===== src/rtl/irrigacao_zonas.sv =====
// irrigacao_zonas: debounced keys start a dawn/dusk cycle that waters enabled zones one at a time, in ascending order.
// Press pulse to valve open takes 2 cycles, with no backpressure. Defining CHUVA_EN adds a rain input that pauses watering.
module irrigacao_zonas #(
  parameter int ZONES         = 4,
  parameter int TICKS_PER_SEC = 50_000_000,
  parameter int DAWN_SECS     = 3,
  parameter int DUSK_SECS     = 6,
  parameter int DEB_CYCLES    = 1_000_000
) (
  input  logic                   CLOCK_50,
  input  logic                   reset,
  input  logic                   amanhecer,
  input  logic                   anoitecer,
  input  logic                   controle,
  input  logic [ZONES-1:0]       zone_en,
`ifdef CHUVA_EN
  input  logic                   chuva,
`endif
  output logic [ZONES-1:0]       valve,
  output logic [$clog2(ZONES):0] zona,
  output logic                   LEDG,
  output logic                   LEDR
);

  localparam int IW     = $clog2(ZONES) + 1;
  localparam int D_DAWN = DAWN_SECS * TICKS_PER_SEC;
  localparam int D_DUSK = DUSK_SECS * TICKS_PER_SEC;
  localparam int TW     = $clog2(D_DUSK + 1);
  localparam int CW     = $clog2(DEB_CYCLES + 1);
  localparam int NK     = 3;

  typedef enum logic [1:0] {IDLE, SELECT, WATER} state_t;

  // Key order: bit 2 controle, bit 1 anoitecer, bit 0 amanhecer.
  logic [NK-1:0] key_raw;
  logic [NK-1:0] sync1, sync2, deb, press;
  logic [CW-1:0] deb_cnt [NK];

  assign key_raw = {controle, anoitecer, amanhecer};

  always_ff @(posedge CLOCK_50) begin
    if (reset) begin
      sync1 <= '1;
      sync2 <= '1;
      deb   <= '1;
      press <= '0;
      for (int k = 0; k < NK; k++) deb_cnt[k] <= '0;
    end else begin
      sync1 <= key_raw;
      sync2 <= sync1;
      for (int k = 0; k < NK; k++) begin
        press[k] <= 1'b0;
        if (sync2[k] == deb[k]) begin
          deb_cnt[k] <= '0;
        end else if (deb_cnt[k] == CW'(DEB_CYCLES - 1)) begin
          deb[k]     <= sync2[k];
          deb_cnt[k] <= '0;
          press[k]   <= ~sync2[k];
        end else begin
          deb_cnt[k] <= deb_cnt[k] + CW'(1);
        end
      end
    end
  end

  logic rain_s;
`ifdef CHUVA_EN
  logic rain_s1;
  always_ff @(posedge CLOCK_50) begin
    if (reset) begin
      rain_s1 <= 1'b0;
      rain_s  <= 1'b0;
    end else begin
      rain_s1 <= chuva;
      rain_s  <= rain_s1;
    end
  end
`else
  assign rain_s = 1'b0;
`endif

  state_t        state, state_nx;
  logic [IW-1:0] idx, idx_nx;
  logic [TW-1:0] timer, timer_nx;
  logic          dusk, dusk_nx;
  logic [ZONES-1:0] en_sh;

  assign en_sh = zone_en >> idx;

  always_ff @(posedge CLOCK_50) begin
    if (reset) begin
      state <= IDLE;
      idx   <= '0;
      timer <= '0;
      dusk  <= 1'b0;
    end else begin
      state <= state_nx;
      idx   <= idx_nx;
      timer <= timer_nx;
      dusk  <= dusk_nx;
    end
  end

  always_comb begin
    state_nx = state;
    idx_nx   = idx;
    timer_nx = timer;
    dusk_nx  = dusk;
    unique case (state)
      IDLE: begin
        // Rain only blocks the scheduled keys; controle always starts a dusk-length cycle.
        if (press[2] || (!rain_s && (press[1] || press[0]))) begin
          state_nx = SELECT;
          idx_nx   = '0;
          dusk_nx  = press[2] | press[1];
        end
      end
      SELECT: begin
        if (press[2] || idx == IW'(ZONES)) begin
          state_nx = IDLE;
          idx_nx   = '0;
        end else if (!en_sh[0]) begin
          idx_nx = idx + IW'(1);
        end else begin
          timer_nx = dusk ? TW'(D_DUSK - 1) : TW'(D_DAWN - 1);
          state_nx = WATER;
        end
      end
      WATER: begin
        if (press[2]) begin
          state_nx = IDLE;
          idx_nx   = '0;
        end else if (!rain_s) begin
          if (timer == '0) begin
            idx_nx   = idx + IW'(1);
            state_nx = SELECT;
          end else begin
            timer_nx = timer - TW'(1);
          end
        end
      end
      default: state_nx = IDLE;
    endcase
  end

  assign valve = (state == WATER && !rain_s) ? (ZONES'(1) << idx) : '0;
  assign zona  = (state == WATER) ? (idx + IW'(1)) : '0;
  assign LEDG  = (state != IDLE);
  assign LEDR  = ~LEDG;

endmodule


===== config.mk =====
export PLATFORM = sky130hd
export DESIGN_NAME = irrigacao_zonas
export DESIGN_NICKNAME = d
export VERILOG_FILES = /design/src/rtl/irrigacao_zonas.sv
export SDC_FILE = /design/constraint.sdc
export NUM_CORES = 1
export LEC_CHECK = 0
export CORE_UTILIZATION = 53
export CTS_BUF_LIST = sky130_fd_sc_hd__clkbuf_8
export DETAILED_ROUTE_END_ITERATION = 12
export HOLD_SLACK_MARGIN = 0.02
export PLACE_DENSITY = 0.71
export SYNTH_ARGS = -nofsm -noshare
export SYNTH_HDL_FRONTEND = slang
export SYNTH_SLANG_ARGS = --single-unit
export TNS_END_PERCENT = 20

===== constraint.sdc =====
create_clock -name CLOCK_50 -period 5.1 [get_ports CLOCK_50]
set_clock_uncertainty 0.2 [all_clocks]
set_input_delay 1.02 -clock CLOCK_50 [delete_from_list [all_inputs] [get_ports CLOCK_50]]
set_output_delay 1.02 -clock CLOCK_50 [all_outputs]
set_load 0.02 [all_outputs]

==> metrics.md, run 1 <==
| Metric | Value |
|---|---|
| Max Slew Vio Count | `0` |
| Slowest CP cell | `clkdlybuf4s50_1` |
| Die area | `11380 um2` |
| Initial antenna violation count | `0` |
| Slowest stage delay, CP | `between 0.6 and 0.7 ns` |
| Share of layout cells above drive strength 1 | `6.433%` |
| Maximum vdd drop | `466.3 uV` |
| # rows | `37` |
| Via count | `between 4000 and 5000` |
| Antenna cells | `0` |
| Power per cell area | `429.2 nW/um2` |
| Grt ovf | `0` |
| Skew-Pair Late Insertion Delay | `0.37 ns` |
| Die height | `106.7 um` |
| CP max FO | `34` |
| Crit path buffers/inverters | `3` |
| Placer congestion estimate | `0.8994` |
| Min Clock Period, post-route | `3.383 ns` |
| Final ANT Viol Nets | `0` |
| Die width | `106.7 um` |
| Status | `complete, no violations` |
| Fmax | `295.6 MHz` |
| Setup TNS | `0 ns` |
| Startpoint Class | `flip-flop` |
| # fillers | `901` |
| Worst-margin pin slew | `0.9049 ns` |
| Dominant cell type by area after synthesis | `edfxtp_1` |
| Critical Path RT | `3.88 ns` |
| Clock transition at the registers of the reported paths | `about 0.10 ns` |
| Worst path cell trace | `inv_1 -> ha_1 -> buf_4 -> and3_1 -> clkdlybuf4s50_1` |
| CTS tree | `done` |
| Clock root buffer | `clkbuf_8` |
| Yosys cell types | `61` |
| CTS Hold Bufs | `0` |
| Synth top area cells | `edfxtp_1 (31%), dfxtp_1 (16%), nor2_1 (6.1%)` |
| First-pass GRT wire length | `roughly 21000 um` |
| Slew margin rel. | `39.67%` |
| Synth Cell Area | `5809 um2` |
| Avg WL per Cell | `roughly 15 um` |
| First-pass iteration count of the detailed router | `5` |
| Vias in the first global route | `4590` |
| Layout area overhead | `12.17%` |
| CORE AREA | `10460 um2` |
| Iter 0 DRT Violations | `280` |
| Mapped Cells | `609` |
| Post-cts sizing count | `0` |
| RSZ-0062 raised after global routing | `no` |
| Crit. End Element | `output port` |
| Primary FF master, synth | `edfxtp_1` |
| Synth top area share | `31.01%` |
| Fin. Hold Viols | `0` |
| Synth async-reset ratio | `0%` |
| Port bufs | `17` |
| DRC | `0` |
| WL final | `12550 um` |
| Post-synth EDFFs | `60` |
| Nets | `702` |
| Largest net degree at the start of global routing | `35` |
| Yosys warns | `0` |
| Final core utilization | `62.28%` |
| Initial core utilization | `about 56%` |
| CTS max path bufs | `2` |
| H-tree levels | `3` |
| Critical path class | `reg -> out` |
| MaxCap Viol Count | `0` |
| Post-synthesis sequential area ratio | `between 40% and 50%` |
| Mean Syn Cell Area | `9.539 um2` |
| Top Ports | `18` |
| DPL Wire Length | `8983 um` |
| Crit path DAT | `2.16 ns` |
| Design Area, Final | `6516 um2` |
| CP top delay family | `buffers and inverters` |
| Clk sinks | `between 100 and 150` |
| Placed Area | `between 6000 and 7000 um2` |
| Via density | `5.828` |
| Seq cells post-synth | `107` |
| Leakage | `2.373 nW` |
| GRT Util Overall | `about a quarter` |
| CTS buffer count | `9` |
| Setup bufs post-CTS | `0` |
| Period utilisation layout | `~66%` |
| Hold Crit Class | `reg -> reg` |
| Final setup fails | `0` |
-- layout make-up --
cell class	count	area, um2	share of cell area (%)
clock inverters	6	65.06	0.9985
multi-input cells	522	3133	48.08
flip-flops and latches	107	2743	42.09
repair buffers	21	200.2	3.072
well taps	136	170.2	2.611
inverters	18	67.56	1.037
clock buffers	10	137.6	2.112
-- flip-flops by register name (all words and copies together) (netlist names) --
register and count:
deb 3, deb_cnt 60, timer 29, sync1 3
dusk 1, press 3, idx 3, state 2
sync2 3
-- cells in the final DEF, fill, tap and decap left out, drive strengths merged, types with 6 or more instances in the layout --
master,Yosys,routed
conb,1,60
nor2,94,94
or2,12,12
nor3,20,20
edfxtp,60,60
or3,12,12
clkdlybuf4s50,0,17
xor2,33,33
ha,14,14
inv,18,21
nor4b,11,11
o21ai,12,12
xnor2,24,24
nand4,14,14
nand3,35,35
nor4,12,12
mux2i,6,6
clkbuf,18,10
nand2,51,51
dfxtp,47,47
and4,6,6
or4,9,9
a21oi,21,21
o31ai,10,10
and3,11,11
-- path summary, 6_finish.rpt --
path                               from               endpoint  slack, ns  cells past startpoint
setup / recovery  state[0]$_SDFFE_PP0P_               valve[2]       1.72                      5
hold / removal      sync1[0]$_SDFF_PP1_    sync2[0]$_SDFF_PP1_       0.22                      1
setup reg to reg  timer[8]$_SDFFE_PP0P_  timer[4]$_SDFFE_PP0P_       1.81                      6
hold reg to reg     sync1[0]$_SDFF_PP1_    sync2[0]$_SDFF_PP1_       0.22                      1
-- cell usage after synthesis (all sizes together), types with 11 or more instances --
master / n
nor3: 20
edfxtp: 60
xor2: 33
inv: 18
o21ai: 12
dfxtp: 47
or3: 12
ha: 14
nand3: 35
a21oi: 21
nor4: 12
and3: 11
xnor2: 24
nand2: 51
or2: 12
nor2: 94
nand4: 14
clkbuf: 18
nor4b: 11
-- cells by family after synthesis --
| family | after synthesis | share of synthesized area [%] |
|---|---|---|
| buf+inv | 39 | 2.670 |
| flops | 107 | 47.21 |
| simple gates | 300 | 26.17 |
| other cells | 1 | 0.06455 |
| xor+xnor | 57 | 8.594 |
| compound gates | 84 | 10.86 |
| mux | 7 | 1.422 |
| fa+ha+maj | 14 | 3.015 |
-- layer usage --
| metal | share of wire, % | vias to the layer above | track usage (%) |
|---|---|---|---|
| met2 | 48 | 146 | 37.83 |
| met5 | 0 | - | 0 |
| met1 | 45 | 2289 | 30.69 |
| li1 | - | 2316 | - |
| met3 | 4.8 | 28 | 3.161 |
| met4 | 2.3 | 0 | 12.13 |
-- per-stage QoR --
stage / instances / total power [W] / hold slack, ns / setup WS [ns]
after floorplan: 668 / 0.001955 / 0.1895 / 2.041
after global placement: 804 / 0.002200 / 0.1943 / 1.647
after detailed placement: 804 / 0.002238 / 0.1952 / 1.526
after CTS: 820 / 0.002780 / 0.2210 / 1.709
after global routing: 820 / 0.002951 / 0.2476 / 1.572
final: 820 / 0.002797 / 0.2247 / 1.717
-- where the power goes --
group	switching (W)	total [W]	internal (W)
sequential	0.0000774	0.00105	0.000975
clock	0.000299	0.000542	0.000243
combinational	0.000805	0.00120	0.000398
total	0.00118	0.00280	0.00162
Note: power is estimated with default switching activity, not from simulation.
==> run 2: changes to the inputs <==
- PLACE_DENSITY: 0.71 -> 0.74
- clock period: 5.1 -> 2.8 ns (I/O delays scaled with it)
==> metrics.md, run 2 (same netlist as run 1, synthesis figures left out) <==
| Metric | Value |
|---|---|
| Final setup fails | `0` |
| Worst Setup SP | `timer[9]$_SDFFE_PP0P_` |
| Leakage | `2.656 nW` |
| Power per cell area | `809.3 nW/um2` |
| Placer congestion estimate | `roughly 0.95` |
| Slowest CP cell | `or4_1` |
| Nets | `737` |
| Hold_ws | `0.2197 ns` |
| Worst r2r path cells | `6` |
| Period utilisation layout | `96.99%` |
| Die area | `11380 um2` |
| GRT Util Overall | `approximately a quarter` |
| Slew margin rel. | `a little over half` |
| Crit. End Element | `flip-flop` |
| Iter 0 DRT Violations | `314` |
| CTS tree | `done` |
| Commonest cells after routing, fill and taps aside | `nor2_1 (94), edfxtp_1 (60), conb_1 (60)` |
| Most common cell after layout, fill and taps aside | `nor2_1` |
| # fillers | `914` |
| Top Ports | `18` |
| Die height | `around 110 um` |
| # rows | `37` |
| Top flop regs | `deb_cnt: 60 flops, timer: 29 flops` |
| Worst r2r dst | `timer[16]$_SDFFE_PP0P_` |
| Vias in the first global route | `4765` |
| Crit path to | `timer[16]$_SDFFE_PP0P_` |
| Setup bufs post-CTS | `0` |
| RR Startpoint | `timer[9]$_SDFFE_PP0P_` |
| Initial core utilization | `55.52%` |
| Largest net degree at the start of global routing | `23` |
| Storage cell area | `2744 um2` |
| Avg WL per Cell | `15.20 um` |
| Status | `complete, no violations` |
| Critical Path RT | `2.86 ns` |
| Crit path DAT | `roughly 2.8 ns` |
| Clk sinks | `107` |
| Startpoint Class | `flip-flop` |
| Register name with the most flops | `deb_cnt` |
| MaxCap Viol Count | `0` |
| Clock transition at the registers of the reported paths | `0.10 ns` |
| Clock root buffer | `clkbuf_8` |
| DRC | `0` |
| Worst path cell trace | `or4_4 -> buf_4 -> or2_2 -> or4_1 -> o311ai_0 -> o31ai_1` |
| Port bufs | `17` |
| DPL Wire Length | `9688 um` |
| Die width | `106.7 um` |
| CTS buffer count | `9` |
| Critical path class | `reg -> reg` |
| Slowest stage delay, CP | `0.55 ns` |
| Worst-margin pin slew | `0.7039 ns` |
| CTS max path bufs | `2` |
| First-pass GRT wire length | `22140 um` |
| Final ANT Viol Nets | `0` |
| Antenna cells | `0` |
| Fin. Hold Viols | `0` |
| WL final | `around 13000 um` |
| Max Slew Vio Count | `0` |
| Layout area overhead | `17.36%` |
| Grt ovf | `0` |
| Maximum vdd drop | `~610 uV` |
| Initial antenna violation count | `0` |
| Max FFs per register | `60` |
| Via count | `a little under 5000` |
| Flop2flop setup slack | `0.08 ns` |
| CP max FO | `5` |
| Share of layout cells above drive strength 1 | `a little under an eighth` |
| CORE AREA | `10460 um2` |
| First-pass iteration count of the detailed router | `5` |
| Min Clock Period, post-route | `2.716 ns` |
| Via density | `5.694` |
| Hold Crit Class | `reg -> reg` |
| Multi-input logic area | `3156 um2` |
| H-tree levels | `3` |
| Fmax | `368.2 MHz` |
| Final core utilization | `65.16%` |
| Skew-Pair Late Insertion Delay | `0.38 ns` |
[run 2: through the flow]
step / power (W) / cells / cell area, um2 / setup TNS, ns / setup slack [ns]
6_report: 0.005518 / 855 / 6818 / 0 / 0.08429
5_1_grt: 0.005847 / 855 / 6818 / -0.03438 / -0.01308
4_1_cts: 0.005408 / 855 / 6780 / 0 / 0.01900
3_5_place_dp: 0.004431 / 839 / 6576 / -1.990 / -0.2338
3_3_place_gp: 0.004403 / 839 / 6576 / -0.7938 / -0.1566
2_1_floorplan: 0.003561 / 668 / 6031 / 0 / 0.02166
[run 2: report_power, final]
group,total (W),leakage (nW),internal (W),switching (W)
registers,0.00190,1.00,0.00178,0.000127
clock network,0.000971,0.108,0.000440,0.000531
logic,0.00264,1.55,0.00108,0.00156
[run 2: worst min path at each step]
stage                             start                  end  slack (ns)  depth (start not counted)
floorplan           sync1[0]$_SDFF_PP1_  sync2[0]$_SDFF_PP1_        0.19                          1
global placement    sync1[0]$_SDFF_PP1_  sync2[0]$_SDFF_PP1_        0.20                          1
detailed placement  sync1[0]$_SDFF_PP1_  sync2[0]$_SDFF_PP1_        0.20                          1
CTS                 sync1[0]$_SDFF_PP1_  sync2[0]$_SDFF_PP1_        0.22                          1
global route        sync1[1]$_SDFF_PP1_  sync2[1]$_SDFF_PP1_        0.24                          1
finish              sync1[0]$_SDFF_PP1_  sync2[0]$_SDFF_PP1_        0.22                          1
[run 2: area by class of cell]
cell class,instances,area share [%]
well taps,136,2.496
flip-flops and latches,107,40.25
clock inverters,6,0.9543
repair buffers,56,7.010
multi-input cells,522,46.28
inverters,18,0.9910
clock buffers,10,2.019
[run 2: timing repair]
| action | in CTS | in global routing |
|---|---|---|
| endpoints found under the setup margin | 2 | 18 |
| hold buffers | 0 | 0 |
| pin swaps | 0 | 2 |
| gates resized for setup | 1 | 11 |
[run 2: worst max-delay path, delay by kind of cell (launching register included)]
family / cells / cell delay, ns
simple gates: 3 / 1.44
flops: 1 / 0.35
compound gates: 2 / 0.44
buf+inv: 1 / 0.17
[run 2: per-layer routing]
metal	GRT usage [%]	wire, um	vias to the layer above
met5	0	0	-
met4	10.37	346	0
met3	5.957	767	36
met2	41.34	6179	142
met1	30.63	5701	2306
li1	-	-	2384
==> run 3: changes to the inputs <==
- PLACE_DENSITY: 0.74 -> 0.71
- clock period: 2.8 -> 3.3 ns (I/O delays scaled with it)
==> metrics.md, run 3 (same netlist as run 1, synthesis figures left out) <==
| Metric | Value |
|---|---|
| Layout area overhead | `14.24%` |
| Final setup fails | `0` |
| Initial core utilization | `55.52%` |
| Setup bufs post-CTS | `0` |
| CP max FO | `11` |
| Die width | `106.7 um` |
| Nets | `714` |
| Met2 wire length | `around 6000 um` |
| RR Startpoint | `timer[8]$_SDFFE_PP0P_` |
| RSZ-0062 raised after global routing | `no` |
| Critical Path RT | `3.39 ns` |
| Via count | `4726` |
| WL final | `12530 um` |
| Worst r2r path cells | `6` |
| Worst r2r dst | `idx[0]$_SDFFE_PP0P_` |
| Placed Area | `6404 um2` |
| Share of power burned in registers | `around 36%` |
| Flop2flop setup slack | `0.32 ns` |
| CTS max path bufs | `2` |
| Design Area, Final | `6636 um2` |
| Iter 0 DRT Violations | `421` |
| Grt ovf | `0` |
| Final core utilization | `63.43%` |
| Slowest CP cell | `or4_4` |
| Switching power share of the total | `between 40% and 50%` |
| Net Switching | `about 0.0019 W` |
| Final Power | `0.004556 W` |
| DRC | `0` |
| Max FFs per register | `60` |
| Hold Crit Class | `reg -> reg` |
| Crit path to | `idx[0]$_SDFFE_PP0P_` |
| Worst Setup SP | `timer[8]$_SDFFE_PP0P_` |
| Status | `complete, no violations` |
| Final ANT Viol Nets | `0` |
| # fillers | `between 900 and 1000` |
| Min Clock Period, post-route | `2.981 ns` |
| Critical path class | `reg -> reg` |
| H-tree levels | `3` |
| Commonest cells after routing, fill and taps aside | `nor2_1 (94), edfxtp_1 (60), conb_1 (60)` |
| First-pass iteration count of the detailed router | `5` |
| Max Slew Vio Count | `0` |
| CTS Hold Bufs | `0` |
| Skew-Pair Late Insertion Delay | `0.39 ns` |
| Most common cell after layout, fill and taps aside | `nor2_1` |
| Die area | `11380 um2` |
| Power per cell area | `686.6 nW/um2` |
| Clock root buffer | `clkbuf_8` |
| Share of layout cells above drive strength 1 | `8.190%` |
| First-pass GRT wire length | `a little over 20000 um` |
| Leakage | `around 2.4 nW` |
| Worst-margin pin slew | `0.6349 ns` |
| Clk sinks | `around 110` |
| Vias in the first global route | `4369` |
| Avg WL per Cell | `15.06 um` |
| Fmax | `335.5 MHz` |
| Top flop regs | `deb_cnt: 60 flops, timer: 29 flops` |
| Slew margin rel. | `about 57%` |
| Clock transition at the registers of the reported paths | `around 0.11 ns` |
| Maximum vdd drop | `461.0 uV` |
| Via density | `between 5 and 6` |
| Power share of the combinational group | `44.0%` |
| P_int | `0.002679 W` |
| Slowest stage delay, CP | `0.59 ns` |
| CP top delay family | `simple AND/OR/NAND/NOR gates` |
| Port bufs | `17` |
| Max Used Layer | `met4` |
| Antenna cells | `0` |
| Metal3 WL | `601 um` |
| Placer congestion estimate | `0.9280` |
| Top Ports | `18` |
| Setup TNS | `0 ns` |
| Crit path DAT | `3.07 ns` |
| Fin. Hold Viols | `0` |
| Post-cts sizing count | `0` |
| Worst path cell trace | `or4_4 -> or3_1 -> o31ai_4 -> buf_4 -> o21ai_1 -> a31o_2` |
| M1 wire length | `roughly 5700 um` |
| CORE AREA | `~10000 um2` |
| Register name with the most flops | `deb_cnt` |
| Part of the power in the clock network | `20.3%` |
| Period utilisation layout | `90.32%` |
| Crit path buffers/inverters | `1` |
| Crit. End Element | `flip-flop` |
| # rows | `37` |
| Die height | `106.7 um` |
| Initial antenna violation count | `0` |
| DPL Wire Length | `9128 um` |
| CTS buffer count | `9` |
| CTS tree | `done` |
| MaxCap Viol Count | `0` |
| Largest net degree at the start of global routing | `30` |
| Number of cells on the critical path | `6` |
| GRT Util Overall | `23.07%` |
| Startpoint Class | `flip-flop` |
run 3: cell types whose count changed in the layout (fill, tap and decap cells not counted), moves of 2 or more:
| cell | delta |
|---|---|
| buf_4 | -23 |
| clkdlybuf4s50_1 | +6 |
| clkinv_4 | -2 |
| dlymetal6s2s_1 | -6 |
| inv_6 | +2 |
| nor4_1 | +2 |
| nor4_2 | -2 |
| or3_1 | +2 |
| or3_4 | -2 |
run 3: worst register-to-register path, cell delays in order, from the launching register on:
cell	delay [ns]
dfxtp_1	0.37
or4_4	0.59
or3_1	0.51
o31ai_4	0.53
buf_4	0.25
o21ai_1	0.15
a31o_2	0.28
run 3: routing by layer:
metal / global-route usage [%] / vias to the layer above
li1: - / 2347
met2: 38.11 / 138
met4: 9.295 / 0
met1: 29.30 / 2214
met3: 5.106 / 27
met5: 0 / -
run 3: power by group through the flow:
stage / Sequential, W / Clock (W) / Combinational [W]
after floorplan: 0.00162 / 0 / 0.00140
after global placement: 0.00165 / 0 / 0.00193
after detailed placement: 0.00165 / 0 / 0.00194
after CTS: 0.00162 / 0.000959 / 0.00195
after global routing: 0.00164 / 0.000997 / 0.00214
final: 0.00163 / 0.000926 / 0.00200
run 3: cell type report:
cell class | instances | area (um2) | area share (%)
clock buffers | 9 | 123.9 | 1.867
clock inverters | 7 | 108.9 | 1.640
inverters | 18 | 67.56 | 1.018
multi-input cells | 522 | 3133 | 47.21
flip-flops and latches | 107 | 2743 | 41.33
well taps | 136 | 170.2 | 2.564
repair buffers | 33 | 290.3 | 4.374
run 3: worst min path at each step:
stage	end	cells after the start	startpoint	slack [ns]
floorplan	sync2[0]$_SDFF_PP1_	1	sync1[0]$_SDFF_PP1_	0.19
global placement	sync2[0]$_SDFF_PP1_	1	sync1[0]$_SDFF_PP1_	0.19
detailed placement	sync2[2]$_SDFF_PP1_	1	sync1[2]$_SDFF_PP1_	0.20
CTS	sync2[0]$_SDFF_PP1_	1	sync1[0]$_SDFF_PP1_	0.23
global route	sync2[1]$_SDFF_PP1_	1	sync1[1]$_SDFF_PP1_	0.24
finish	sync2[1]$_SDFF_PP1_	1	sync1[1]$_SDFF_PP1_	0.23
run 3: stage by stage:
step           hold slack [ns]  std cells  setup slack (ns)
3_3_place_gp            0.1925        816            0.2260
2_1_floorplan           0.1895        668            0.5217
4_1_cts                 0.2286        832            0.3601
6_report                0.2253        832            0.3193
5_1_grt                 0.2417        832            0.1908
3_5_place_dp            0.2013        816            0.1373
